$ cat src/rtl/sub8_serial.sv
// Nibble-serial saturating subtractor: {src1,src0} - src2 over LO/HI steps,
// with signed/unsigned clipping and a sticky count of clipped results.
module sub8_serial (
  input  logic       clk,
  input  logic       rst_n,
  input  logic       in_valid,
  output logic       in_ready,
  input  logic [3:0] src0,
  input  logic [3:0] src1,
  input  logic [3:0] src2,
  input  logic       sign_s1,
  input  logic       sign_s2,
  input  logic       i_sign_d,
  output logic       out_valid,
  input  logic       out_ready,
  output logic [3:0] dst0,
  output logic [3:0] dst1,
  output logic       out_sat,
  input  logic       sat_clr,
  output logic [7:0] sat_cnt
);

  typedef enum logic [1:0] {IDLE, LO, HI, DONE} state_t;

  state_t     state_q, state_d;
  logic [7:0] m_q, m_d;
  logic [3:0] s_q, s_d;
  logic       signed_q, signed_d;
  logic [3:0] dlo_q, dlo_d;
  logic       b0_q, b0_d;
  logic [3:0] dst0_q, dst0_d;
  logic [3:0] dst1_q, dst1_d;
  logic       out_sat_q, out_sat_d;
  logic [7:0] sat_cnt_q, sat_cnt_d;

  logic [4:0] lo_diff;
  logic [4:0] m_hi, s_hi, d_hi;
  logic [8:0] d_full;
  logic [7:0] result;
  logic       clip;

  always_comb begin
    state_d   = state_q;
    m_d       = m_q;
    s_d       = s_q;
    signed_d  = signed_q;
    dlo_d     = dlo_q;
    b0_d      = b0_q;
    dst0_d    = dst0_q;
    dst1_d    = dst1_q;
    out_sat_d = out_sat_q;
    sat_cnt_d = sat_cnt_q;

    // Low nibble of the subtrahend is src2 itself in both modes.
    lo_diff = {1'b0, m_q[3:0]} - {1'b0, s_q};
    m_hi    = signed_q ? {m_q[7], m_q[7:4]} : {1'b0, m_q[7:4]};
    s_hi    = signed_q ? {5{s_q[3]}} : 5'b0;
    d_hi    = m_hi - s_hi - {4'b0, b0_q};
    d_full  = {d_hi, dlo_q};

    result = d_full[7:0];
    clip   = 1'b0;
    if (signed_q && d_full[8:7] == 2'b10) begin
      result = 8'h80;
      clip   = 1'b1;
    end else if (signed_q && d_full[8:7] == 2'b01) begin
      result = 8'h7F;
      clip   = 1'b1;
    end else if (!signed_q && d_full[8]) begin
      result = 8'h00;
      clip   = 1'b1;
    end

    case (state_q)
      IDLE: begin
        if (in_valid) begin
          m_d      = {src1, src0};
          s_d      = src2;
          signed_d = sign_s1 | sign_s2 | i_sign_d;
          state_d  = LO;
        end
      end
      LO: begin
        dlo_d   = lo_diff[3:0];
        b0_d    = lo_diff[4];
        state_d = HI;
      end
      HI: begin
        dst0_d    = result[3:0];
        dst1_d    = result[7:4];
        out_sat_d = clip;
        if (clip && sat_cnt_q != 8'hFF) sat_cnt_d = sat_cnt_q + 8'd1;
        state_d   = DONE;
      end
      DONE: begin
        if (out_ready) state_d = IDLE;
      end
      default: state_d = IDLE;
    endcase

    if (sat_clr) sat_cnt_d = 8'h00;
  end

  always_ff @(posedge clk or negedge rst_n) begin
    if (!rst_n) begin
      state_q   <= IDLE;
      m_q       <= 8'h00;
      s_q       <= 4'h0;
      signed_q  <= 1'b0;
      dlo_q     <= 4'h0;
      b0_q      <= 1'b0;
      dst0_q    <= 4'h0;
      dst1_q    <= 4'h0;
      out_sat_q <= 1'b0;
      sat_cnt_q <= 8'h00;
    end else begin
      state_q   <= state_d;
      m_q       <= m_d;
      s_q       <= s_d;
      signed_q  <= signed_d;
      dlo_q     <= dlo_d;
      b0_q      <= b0_d;
      dst0_q    <= dst0_d;
      dst1_q    <= dst1_d;
      out_sat_q <= out_sat_d;
      sat_cnt_q <= sat_cnt_d;
    end
  end

  assign in_ready  = (state_q == IDLE);
  assign out_valid = (state_q == DONE);
  assign dst0      = dst0_q;
  assign dst1      = dst1_q;
  assign out_sat   = out_sat_q;
  assign sat_cnt   = sat_cnt_q;

endmodule

$ cat config.mk
export PLATFORM = sky130hd
export DESIGN_NAME = sub8_serial
export DESIGN_NICKNAME = d
export VERILOG_FILES = /design/src/rtl/sub8_serial.sv
export SDC_FILE = /design/constraint.sdc
export NUM_CORES = 1
export LEC_CHECK = 0
export BUFFER_PORTS_ARGS = -buffer_cell sky130_fd_sc_hd__buf_2
export CORE_MARGIN = 4
export CORE_UTILIZATION = 50
export DETAILED_ROUTE_END_ITERATION = 12
export PLACE_DENSITY = 0.73
export SKIP_CTS_REPAIR_TIMING = 1
export SLEW_MARGIN = 20
export SYNTH_ARGS = -nofsm -noshare
export SYNTH_HDL_FRONTEND = slang
export SYNTH_SLANG_ARGS = --single-unit
$ cat constraint.sdc
create_clock -name clk -period 4.5 [get_ports clk]
set_input_delay 0.45 -clock clk [delete_from_list [all_inputs] [get_ports clk]]
set_output_delay 0.45 -clock clk [all_outputs]
set_load 0.005 [all_outputs]
==> results_dict.tcl <==
set metrics [dict create \
    slew_violations 0 \
    dr.pass1.iters 4 \
    cts_sinks 37 \
    io_buffers 38 \
    grt_pass1_wl_microns 6470 \
    ys_ff_latch 37 \
    reg2reg_setup_slack_ps 1120 \
    syn_nets 228 \
    max_slew_margin_pct 45.1 \
    timing.final.crit_share_pct 75.1 \
    utilization_pct 59.5 \
    ant_nets 0 \
    drv_cap 0 \
    fin_cells 282 \
    crit_end "sat_cnt[4]" \
    drt_iter0_markers 29 \
    ys.warnings.count 0 \
    cp-end-kind "register" \
    grtUsageTotal_pct 15.9 \
    worstPathMaxFanout 11 \
    crit_arrival_ps 3560 \
    grt_max_degree 38 \
    syn_area_sq_um 2100 \
    rr_endpoint "sat_cnt[4]" \
    crit_type "reg2reg" \
    core_area_sq_um 4030 \
    clock_skew_ps 6.27 \
    cts_max_level 2 \
    fmax_mhz 296 \
    finalWirelength_microns 3760 \
    rsz0062_at_grt "no" \
    hp-class "in2async" \
    dp.cells 274 \
    mostFrequentLayoutCells "38 x buf_2, 37 x dfrtp_1, 19 x mux2_2" \
    numCtsBuffers 5 \
    clock_latency_ps 290 \
    synth_edf_count 0 \
    insertedDiodeCount 0 \
    hold_viol_final 0 \
    reg2reg_depth 13 \
    cts-root-buf "clkbuf_8" \
    vias 1499 \
    rows 23 \
    tns_ps 0 \
    syn_to_final_growth_pct 14.2 \
    r2r_start "signed_q" \
    cts.clk_slew.worst_paths_ps 70 \
    synth_cell_types 47 \
    syn_area_per_cell_sq_um 10.9 \
    finalSetupViolations 0 \
    start_kind "register" \
    postSynth.asyncResetShare_pct 100 \
    tightestPinTransition_ps 824 \
    drc 0 \
    crit_required_ps 4680 \
    final_common_cell "buf_2" \
    status "complete, no violations" \
    hold_ws_ps 253 \
    synthFlopType "dfrtp_1" \
    n_fill_cell 366 \
    layout.nets 267 \
    cts.path.max_buffers 2 \
    wl_per_cell_microns 13.3 \
    start_util_pct 52.1 \
    antenna_found_initial 0 \
    place.gp.congestion 0.772 \
    cts_tree "built" \
    startpoint "signed_q" \
    dieArea_sq_um 5300 \
    yosysSeqAreaShare_pct 44.1 \
    via_per_inst 5.32 \
    ioPinCount 39 \
    die_w_microns 72.8 \
    drive_above_1_share_pct 30.2 \
    syn_inst 192 \
    overflow 0 \
    dp_hpwl_microns 2850 \
    grt_pass1_vias 1462 \
    period_minus_slack_ps 3380 \
    fp.dieH_microns 72.8 \
]
flip-flops by register name (all words and copies together), names as in the netlist:
signal,flops
dst0,4
dlo_q,4
dst1,4
out_sat,1
s_q,4
sat_cnt,8
state_q,2
m_q,8
b0_q,1
signed_q,1
area by class of cell:
cell class	count	area (sq um)	share of cell area, %
Timing Repair Buffer	38	190	7.93
Clock inverter	2	10.0	0.417
Sequential cell	37	926	38.6
Multi-Input combinational cell	130	1070	44.4
Tap cell	50	62.6	2.61
Clock buffer	6	72.6	3.03
Inverter	19	71.3	2.97
synth_stat cells, types with 2 or more instances:
master / count / area (sq um)
a21oi_1: 7 / 35.0
ha_1: 15 / 188
nor3_1: 2 / 10.0
maj3_1: 4 / 40.0
clkbuf_1: 2 / 7.51
o31ai_1: 2 / 15.0
buf_1: 2 / 7.51
dfrtp_1: 37 / 926
nor2_1: 14 / 52.6
a31oi_1: 2 / 12.5
mux2_2: 19 / 214
o21ai_0: 7 / 35.0
inv_1: 18 / 67.6
a211oi_1: 3 / 22.5
a21o_1: 5 / 37.5
xnor2_1: 6 / 52.6
nand3_1: 4 / 20.0
or4_1: 2 / 15.0
mux2i_1: 4 / 40.0
nor2b_1: 3 / 18.8
buf_6: 2 / 22.5
and2_1: 2 / 12.5
nand2b_1: 2 / 12.5
nand2_1: 5 / 18.8
logic make-up after synthesis:
| kind of cell | Yosys count | share of synthesized area, % |
|---|---|---|
| AOI/OAI and AO/OA | 34 | 11.1 |
| xor gates and xnor gates | 8 | 3.69 |
| adders and majority gates | 20 | 11.8 |
| buffers and inverters | 25 | 5.18 |
| DFF | 37 | 44.1 |
| muxes | 23 | 12.1 |
| and+or+nand+nor | 45 | 12.0 |
stage by stage:
stage,setup slack (ps),instance area [sq um]
global route,869,2400
CTS,1090,2400
detailed placement,1100,2320
finish,1120,2400
floorplan,1300,2100
global placement,1180,2320
worst min-delay path by stage:
stage               slack (ps)         end
finish                     250  sat_cnt[5]
global route               310      m_q[4]
CTS                        280      m_q[5]
detailed placement         470     dst1[0]
global placement           460     dst1[0]
floorplan                  150        b0_q
per-layer routing:
layer | track usage (%) | vias up | wire (microns)
li1 | - | 749 | -
met1 | 19.3 | 713 | 1710
met4 | 6.15 | 0 | 53
met2 | 26.4 | 32 | 1770
met5 | 0 | - | 0
met3 | 4.68 | 5 | 225
worst max-delay path: stages (launching register included):
cell	delay, ps
dfrtp_1	370
inv_1	90
nor2_1	130
inv_1	110
xnor2_1	140
ha_1	170
a21o_1	150
ha_1	300
and2_1	170
o311ai_0	310
a21boi_4	390
xor2_2	210
nor4b_1	340
mux2_2	370
Power is left out: the tool's default activity adds up to more than one toggle a clock period on the data nets, which glitch-free logic cannot reach.
